===== config.mk =====
export PLATFORM = sky130hd
export DESIGN_NAME = pipeline_hazard_ctrl
export DESIGN_NICKNAME = d
export VERILOG_FILES = /design/src/rtl/pipe_pkg.sv /design/src/rtl/fwd_unit.sv /design/src/rtl/pipeline_hazard_ctrl.sv
export SDC_FILE = /design/constraint.sdc
export NUM_CORES = 1
export LEC_CHECK = 0
export ABC_CLOCK_PERIOD_IN_PS = 10500
export CAP_MARGIN = 30
export CORE_MARGIN = 3
export CORE_UTILIZATION = 40
export CTS_CLUSTER_SIZE = 28
export DETAILED_ROUTE_END_ITERATION = 10
export PLACE_DENSITY = 0.72
export SYNTH_ARGS = -nofsm -noshare
export SYNTH_HDL_FRONTEND = slang
export SYNTH_SLANG_ARGS = --single-unit

===== constraint.sdc =====
create_clock -name clk -period 10.5 [get_ports clk]
set_clock_uncertainty 0.15 [all_clocks]
set_input_delay 2.1 -clock clk [delete_from_list [all_inputs] [get_ports clk]]
set_output_delay 2.1 -clock clk [all_outputs]
set_load 0.01 [all_outputs]

===== src/rtl/pipe_pkg.sv =====
// Shared types and constants for the pipeline hazard controller and its helpers.
package pipe_pkg;

    // Register-address width used across the pipeline control logic.
    localparam int RA_W = 5;

    // Sequencer states: normal flow, waiting on data memory, waiting on instruction memory.
    typedef enum logic [1:0] {
        RUN   = 2'd0,
        DWAIT = 2'd1,
        IWAIT = 2'd2
    } ctrl_state_t;

    // Execute-stage operand source selects.
    localparam logic [1:0] FWD_RF = 2'b00;
    localparam logic [1:0] FWD_W  = 2'b01;
    localparam logic [1:0] FWD_M  = 2'b10;

    // The single hazard response chosen in a given cycle, in priority order.
    typedef enum logic [2:0] {
        ACT_NONE    = 3'd0,  // pipeline flows freely
        ACT_DHOLD   = 3'd1,  // data memory busy: freeze F..M, bubble into W
        ACT_BRANCH  = 3'd2,  // taken branch: squash D and E
        ACT_LOADUSE = 3'd3,  // load-use: hold F/D, bubble into E
        ACT_IMISS   = 3'd4,  // fetch not ready: hold F, bubble into D
        ACT_IHOLD   = 3'd5   // still waiting on fetch
    } hz_action_t;

    // Pipeline-register control pins driven by the sequencer.
    typedef struct packed {
        logic stall_f;
        logic stall_d;
        logic stall_e;
        logic stall_m;
        logic flush_d;
        logic flush_e;
        logic flush_w;
    } hz_ctl_t;

endpackage


===== src/rtl/fwd_unit.sv =====
// Execute-stage forwarding selection. Purely combinational; the memory stage
// result is newer than the writeback result, so it takes priority.
module fwd_unit #(
    parameter int RA_W = pipe_pkg::RA_W
) (
    input  logic [RA_W-1:0] Rs1E,
    input  logic [RA_W-1:0] Rs2E,
    input  logic [RA_W-1:0] RdM,
    input  logic [RA_W-1:0] RdW,
    input  logic            RegWriteM,
    input  logic            RegWriteW,
    output logic [1:0]      ForwardAE,
    output logic [1:0]      ForwardBE
);
    import pipe_pkg::*;

    // x0 is hard-wired to zero, so a write to it never forwards.
    function automatic logic [1:0] fwd_sel(
        input logic [RA_W-1:0] rs,
        input logic [RA_W-1:0] rd_m,
        input logic [RA_W-1:0] rd_w,
        input logic            we_m,
        input logic            we_w
    );
        if (we_m && (rd_m != '0) && (rd_m == rs)) begin
            return FWD_M;
        end else if (we_w && (rd_w != '0) && (rd_w == rs)) begin
            return FWD_W;
        end
        return FWD_RF;
    endfunction

    assign ForwardAE = fwd_sel(Rs1E, RdM, RdW, RegWriteM, RegWriteW);
    assign ForwardBE = fwd_sel(Rs2E, RdM, RdW, RegWriteM, RegWriteW);

endmodule


===== src/rtl/pipeline_hazard_ctrl.sv =====
// Central hazard and stall sequencer for the 5-stage pipeline. Picks one hazard
// response per cycle, drives the stage-register stall/flush pins, sequences
// multi-cycle memory waits and keeps stall/flush performance counters.
module pipeline_hazard_ctrl #(
    parameter int RA_W  = pipe_pkg::RA_W,
    parameter int CNT_W = 32
) (
    input  logic             clk,
    input  logic             rst,
    input  logic [RA_W-1:0]  Rs1D,
    input  logic [RA_W-1:0]  Rs2D,
    input  logic [RA_W-1:0]  Rs1E,
    input  logic [RA_W-1:0]  Rs2E,
    input  logic [RA_W-1:0]  RdE,
    input  logic [RA_W-1:0]  RdM,
    input  logic [RA_W-1:0]  RdW,
    input  logic             RegWriteM,
    input  logic             RegWriteW,
    input  logic             LoadE,
    input  logic             PCSrcE,
    input  logic             MemReqM,
    input  logic             dmem_ready,
    input  logic             imem_ready,
    output logic             StallF,
    output logic             StallD,
    output logic             StallE,
    output logic             StallM,
    output logic             FlushD,
    output logic             FlushE,
    output logic             FlushW,
    output logic [1:0]       ForwardAE,
    output logic [1:0]       ForwardBE,
    output logic [CNT_W-1:0] stall_cnt,
    output logic [CNT_W-1:0] flush_cnt
);
    import pipe_pkg::*;

    ctrl_state_t state;
    ctrl_state_t next_state;
    hz_action_t  action;
    hz_ctl_t     ctl;
    logic [1:0]  fwd_a;
    logic [1:0]  fwd_b;
    logic        lw_stall;
    logic        dstall;
    logic        istall;
    logic        data_hold;
    logic        branch_flush;

    fwd_unit #(
        .RA_W(RA_W)
    ) u_fwd (
        .Rs1E      (Rs1E),
        .Rs2E      (Rs2E),
        .RdM       (RdM),
        .RdW       (RdW),
        .RegWriteM (RegWriteM),
        .RegWriteW (RegWriteW),
        .ForwardAE (fwd_a),
        .ForwardBE (fwd_b)
    );

    assign lw_stall = LoadE && (RdE != '0) && ((RdE == Rs1D) || (RdE == Rs2D));
    assign dstall   = MemReqM && !dmem_ready;
    assign istall   = !imem_ready;

    // Once in DWAIT the memory stage is frozen, so release depends only on dmem_ready.
    assign data_hold = (state == DWAIT) ? !dmem_ready : dstall;

    // Pick the winning hazard response; a released wait falls through to the normal rules.
    always_comb begin
        // NOTE: every signal assigned in always_comb gets a default first so no latch is inferred.
        action = ACT_NONE;
        if ((state == IWAIT) && !dstall && !PCSrcE && istall) begin
            action = ACT_IHOLD;
        end else if (data_hold) begin
            action = ACT_DHOLD;
        end else if (PCSrcE) begin
            action = ACT_BRANCH;
        end else if (lw_stall) begin
            action = ACT_LOADUSE;
        end else if (istall) begin
            action = ACT_IMISS;
        end
    end

    // State register; reset drops any outstanding wait immediately.
    always_ff @(posedge clk or posedge rst) begin
        if (rst) begin
            state <= RUN;
        end else begin
            // NOTE: sequential state uses non-blocking assignments so all registers update together.
            state <= next_state;
        end
    end

    // Next-state decode from the chosen response.
    always_comb begin
        next_state = RUN;
        unique case (action)
            ACT_DHOLD:  next_state = DWAIT;
            ACT_IMISS,
            ACT_IHOLD:  next_state = IWAIT;
            default:    next_state = RUN;
        endcase
    end

    // Stage-register control pins; reset forces bubbles everywhere and no stalls.
    always_comb begin
        ctl = '0;
        if (rst) begin
            ctl.flush_d = 1'b1;
            ctl.flush_e = 1'b1;
            ctl.flush_w = 1'b1;
        end else begin
            unique case (action)
                ACT_DHOLD: begin
                    ctl.stall_f = 1'b1;
                    ctl.stall_d = 1'b1;
                    ctl.stall_e = 1'b1;
                    ctl.stall_m = 1'b1;
                    ctl.flush_w = 1'b1;
                end
                ACT_BRANCH: begin
                    ctl.flush_d = 1'b1;
                    ctl.flush_e = 1'b1;
                end
                ACT_LOADUSE: begin
                    ctl.stall_f = 1'b1;
                    ctl.stall_d = 1'b1;
                    ctl.flush_e = 1'b1;
                end
                ACT_IMISS,
                ACT_IHOLD: begin
                    ctl.stall_f = 1'b1;
                    ctl.flush_d = 1'b1;
                end
                default: ctl = '0;
            endcase
        end
    end

    assign branch_flush = !rst && (action == ACT_BRANCH);

    assign StallF    = ctl.stall_f;
    assign StallD    = ctl.stall_d;
    assign StallE    = ctl.stall_e;
    assign StallM    = ctl.stall_m;
    assign FlushD    = ctl.flush_d;
    assign FlushE    = ctl.flush_e;
    assign FlushW    = ctl.flush_w;
    assign ForwardAE = rst ? FWD_RF : fwd_a;
    assign ForwardBE = rst ? FWD_RF : fwd_b;

    // Performance counters: fetch-stall cycles and branch-caused execute flushes, wrapping.
    always_ff @(posedge clk or posedge rst) begin
        if (rst) begin
            stall_cnt <= '0;
            flush_cnt <= '0;
        end else begin
            if (ctl.stall_f) begin
                stall_cnt <= stall_cnt + CNT_W'(1);
            end
            if (branch_flush) begin
                flush_cnt <= flush_cnt + CNT_W'(1);
            end
        end
    end

endmodule


==> results by group <==
Status
  – Outcome: complete, no violations

Die
  – Die ar.: 9900 sq um
  – Core ar.: 8340 sq um
  – # rows: 33
  – Initial Util: 41.9%
  – Die H: 99.5 um
  – I/O pins: 119
  – DIE WIDTH: 99.5 um

CTS
  – Clk slew on worst S/H paths: 0.07 ns
  – Sink Count: 66
  – # hold bufs at CTS: 0
  – Cts repair resizes: 0
  – Post-CTS Setup Inserts: 0
  – CTS Buffer Depth: 2
  – Clock Tree Root: clkbuf_8
  – H-tree levels: 3
  – Num CTS Buffers: 9
  – CTS tree: built
  – Clock latency on the worst-skew pair: 0.34 ns

Detailed routing
  – Vias/cell: 5.09
  – Post-DR wirelength/cell: 15.6 um
  – Post-Route WL: 8.71 mm
  – DRC viols: 0
  – Violation count after the first detailed-routing iteration: 114
  – First drt pass iteration count: 4
  – Vias: 2843
  – Antenna-violating nets left: 0

GRT
  – Initial antenna violation count: 0
  – Vias in the first global route: 2925
  – All-layer global routing usage: 18.4%
  – First-pass GRT wire length: 14.6 mm
  – GRT Residual Overflow: 0
  – Largest net degree at the start of global routing: 76

Logic synthesis
  – Synth Area per Inst: 10.8 sq um
  – Synth area leader: dfrtp_1
  – Top cells by area, synth: dfrtp_1, xnor2_1, xor2_1
  – Count leader, synth: xnor2_1
  – EDFF count, synth: 0
  – Cell count after synthesis: 324
  – Yosys cell types: 39
  – Top cell type's share of synthesized area: 47.2%
  – Syn Nets: 370
  – List of most frequent post-synthesis cells: xnor2_1, dfrtp_1, nand3_1, xor2_1
  – Ys Warns: 0
  – Post-Syn Area: 3500 sq um
  – Synth Flop Type: dfrtp_1
  – #FFs+latches synth: 66
  – Sequential area share after synthesis: 47.2%
  – Post-synth ARST share: 100%

Power
  – Clock share of power: 28.8%
  – Net Switching: 0.000201 W
  – Power Dens Cells: 130 nW/um^2
  – Combinational share of power: 24.4%
  – Worst vdd ir: 68.6 uV
  – Internal power: 0.000443 W
  – Static Leakage: 2.03 nW
  – Sequential share of power: 46.8%
  – Tot Pwr: 0.000643 W
  – Sw Share: 31.2%

Placed design
  – Placer Congestion: 0.827
  – Detailed placement HPWL: 6.52 mm
  – I/O Buffers: 118

Setup path
  – Crit Path Class: in -> out
  – Worst EP required: 8.25 ns
  – Arrival @ worst endpoint: 5.03 ns
  – Max Fanout on Critical Path: 75
  – Startpoint types: primary input
  – Worst setup EP type: primary output

STA
  – Final worst path period need: 7.28 ns
  – Hold slack: 0.328 ns
  – Setup-failing EPs final: 0
  – Max-slew violations: 0
  – Setup TNS: 0 ns
  – Final period utilization: 69.3%
  – Final hold vios: 0
  – Worst slew margin: 40.5%
  – F_max: 137 MHz
  – Worst-Margin Slew: 0.892 ns
  – RSZ-0062 raised after global routing: false

Run
  – Max_cap viols: 0

Cells and area
  – Reg area: 1650 sq um
  – Synth-to-layout area growth: 41.1%
  – Fin nets: 494
  – Multi-input logic area: 1770 sq um
  – Share of cells above drive strength 1: 7.06%
  – Antenna Diode Count: 0
  – Fillers: 723

Worst hold path
  – HP Class: reg -> reg
## routing by layer
metal / up-vias / part of all wire (%) / track usage (%)
met2: 65 / 50 / 30.0
li1: 1382 / - / -
met5: - / 0 / 0
met4: 0 / 1.6 / 5.67
met1: 1383 / 45 / 23.9
met3: 13 / 4.1 / 4.98
## cell usage in the layout, fill, tap and decap left out, types with 2 or more instances in the layout
cell / synthesis / final
and2_1: 4 / 4
and3_1: 19 / 19
and4_1: 5 / 5
buf_4: 1 / 2
clkbuf_8: 0 / 9
clkdlybuf4s50_1: 0 / 118
clkinv_2: 0 / 4
dfrtp_1: 66 / 66
ha_1: 2 / 2
inv_1: 3 / 3
mux2_2: 2 / 2
nand2_1: 20 / 20
nand3_1: 32 / 32
nand4_1: 20 / 20
nor2_1: 12 / 12
nor3_1: 8 / 8
nor3_2: 3 / 3
nor4_1: 4 / 4
o211ai_1: 2 / 2
o21ai_0: 3 / 3
or4_1: 4 / 4
xnor2_1: 68 / 68
xor2_1: 24 / 24
## layout make-up
| cell class | count | share of cell area [%] |
|---|---|---|
| multi-input combinational | 247 | 35.9 |
| inverter | 4 | 0.304 |
| tap | 105 | 2.66 |
| clock inverter | 7 | 0.913 |
| sequential | 66 | 33.5 |
| timing repair buffer | 120 | 24.2 |
| clock buffer | 9 | 2.51 |
## per-stage QoR
| step | area, sq um | util, % | std cells | setup slack, ns |
|---|---|---|---|---|
| finish | 4930 | 59.2 | 558 | 3.22 |
| global route | 4930 | 59.2 | 558 | 2.84 |
| CTS | 4930 | 59.2 | 558 | 3.18 |
| detailed placement | 4760 | 57.1 | 542 | 3.19 |
| global placement | 4760 | 57.1 | 542 | 3.22 |
| floorplan | 3500 | - | 324 | 3.58 |
## final timing paths
path | end | depth (start not counted) | start | slack, ns
min in group asynchronous | flush_cnt[2] | 3 | rst | 2.37
max | ForwardAE[0] | 7 | rst | 3.22
min reg2reg | stall_cnt[31] | 1 | stall_cnt[31] | 0.33
max reg2reg | flush_cnt[12] | 5 | flush_cnt[2] | 8.17
min | stall_cnt[31] | 1 | stall_cnt[31] | 0.33
max in group asynchronous | flush_cnt[12] | 3 | rst | 7.24
## worst max-delay path, stage by stage
cell	delay (ns)
clkdlybuf4s50_1	0.55
inv_2	0.08
buf_4	0.68
o211ai_1	0.23
or4_1	0.57
nor4_1	0.19
clkdlybuf4s50_1	0.59
## kinds of logic (layout without fill, tap and decap cells)
kind of cell	after synthesis	in the layout	synth area share [%]
compound gates	12	12	3.36
xor+xnor	92	92	23.0
fa+ha+maj	2	2	0.716
buf+inv	11	140	2.11
flops	66	66	47.2
mux	2	2	0.644
simple gates	139	139	22.9
## sequential cells by signal, summed over array words and instances, names as in the netlist
| register | cells |
|---|---|
| flush_cnt | 32 |
| state | 2 |
| stall_cnt | 32 |
## power groups by stage
stage / Sequential (W) / Combinational, W / Clock, W
2_1_floorplan: 0.000310 / 0.0000714 / 0
3_3_place_gp: 0.000304 / 0.000156 / 0
3_5_place_dp: 0.000306 / 0.000158 / 0
4_1_cts: 0.000301 / 0.000159 / 0.000191
5_1_grt: 0.000305 / 0.000170 / 0.000203
6_report: 0.000301 / 0.000157 / 0.000185
Note: power is estimated with default switching activity, not from simulation.
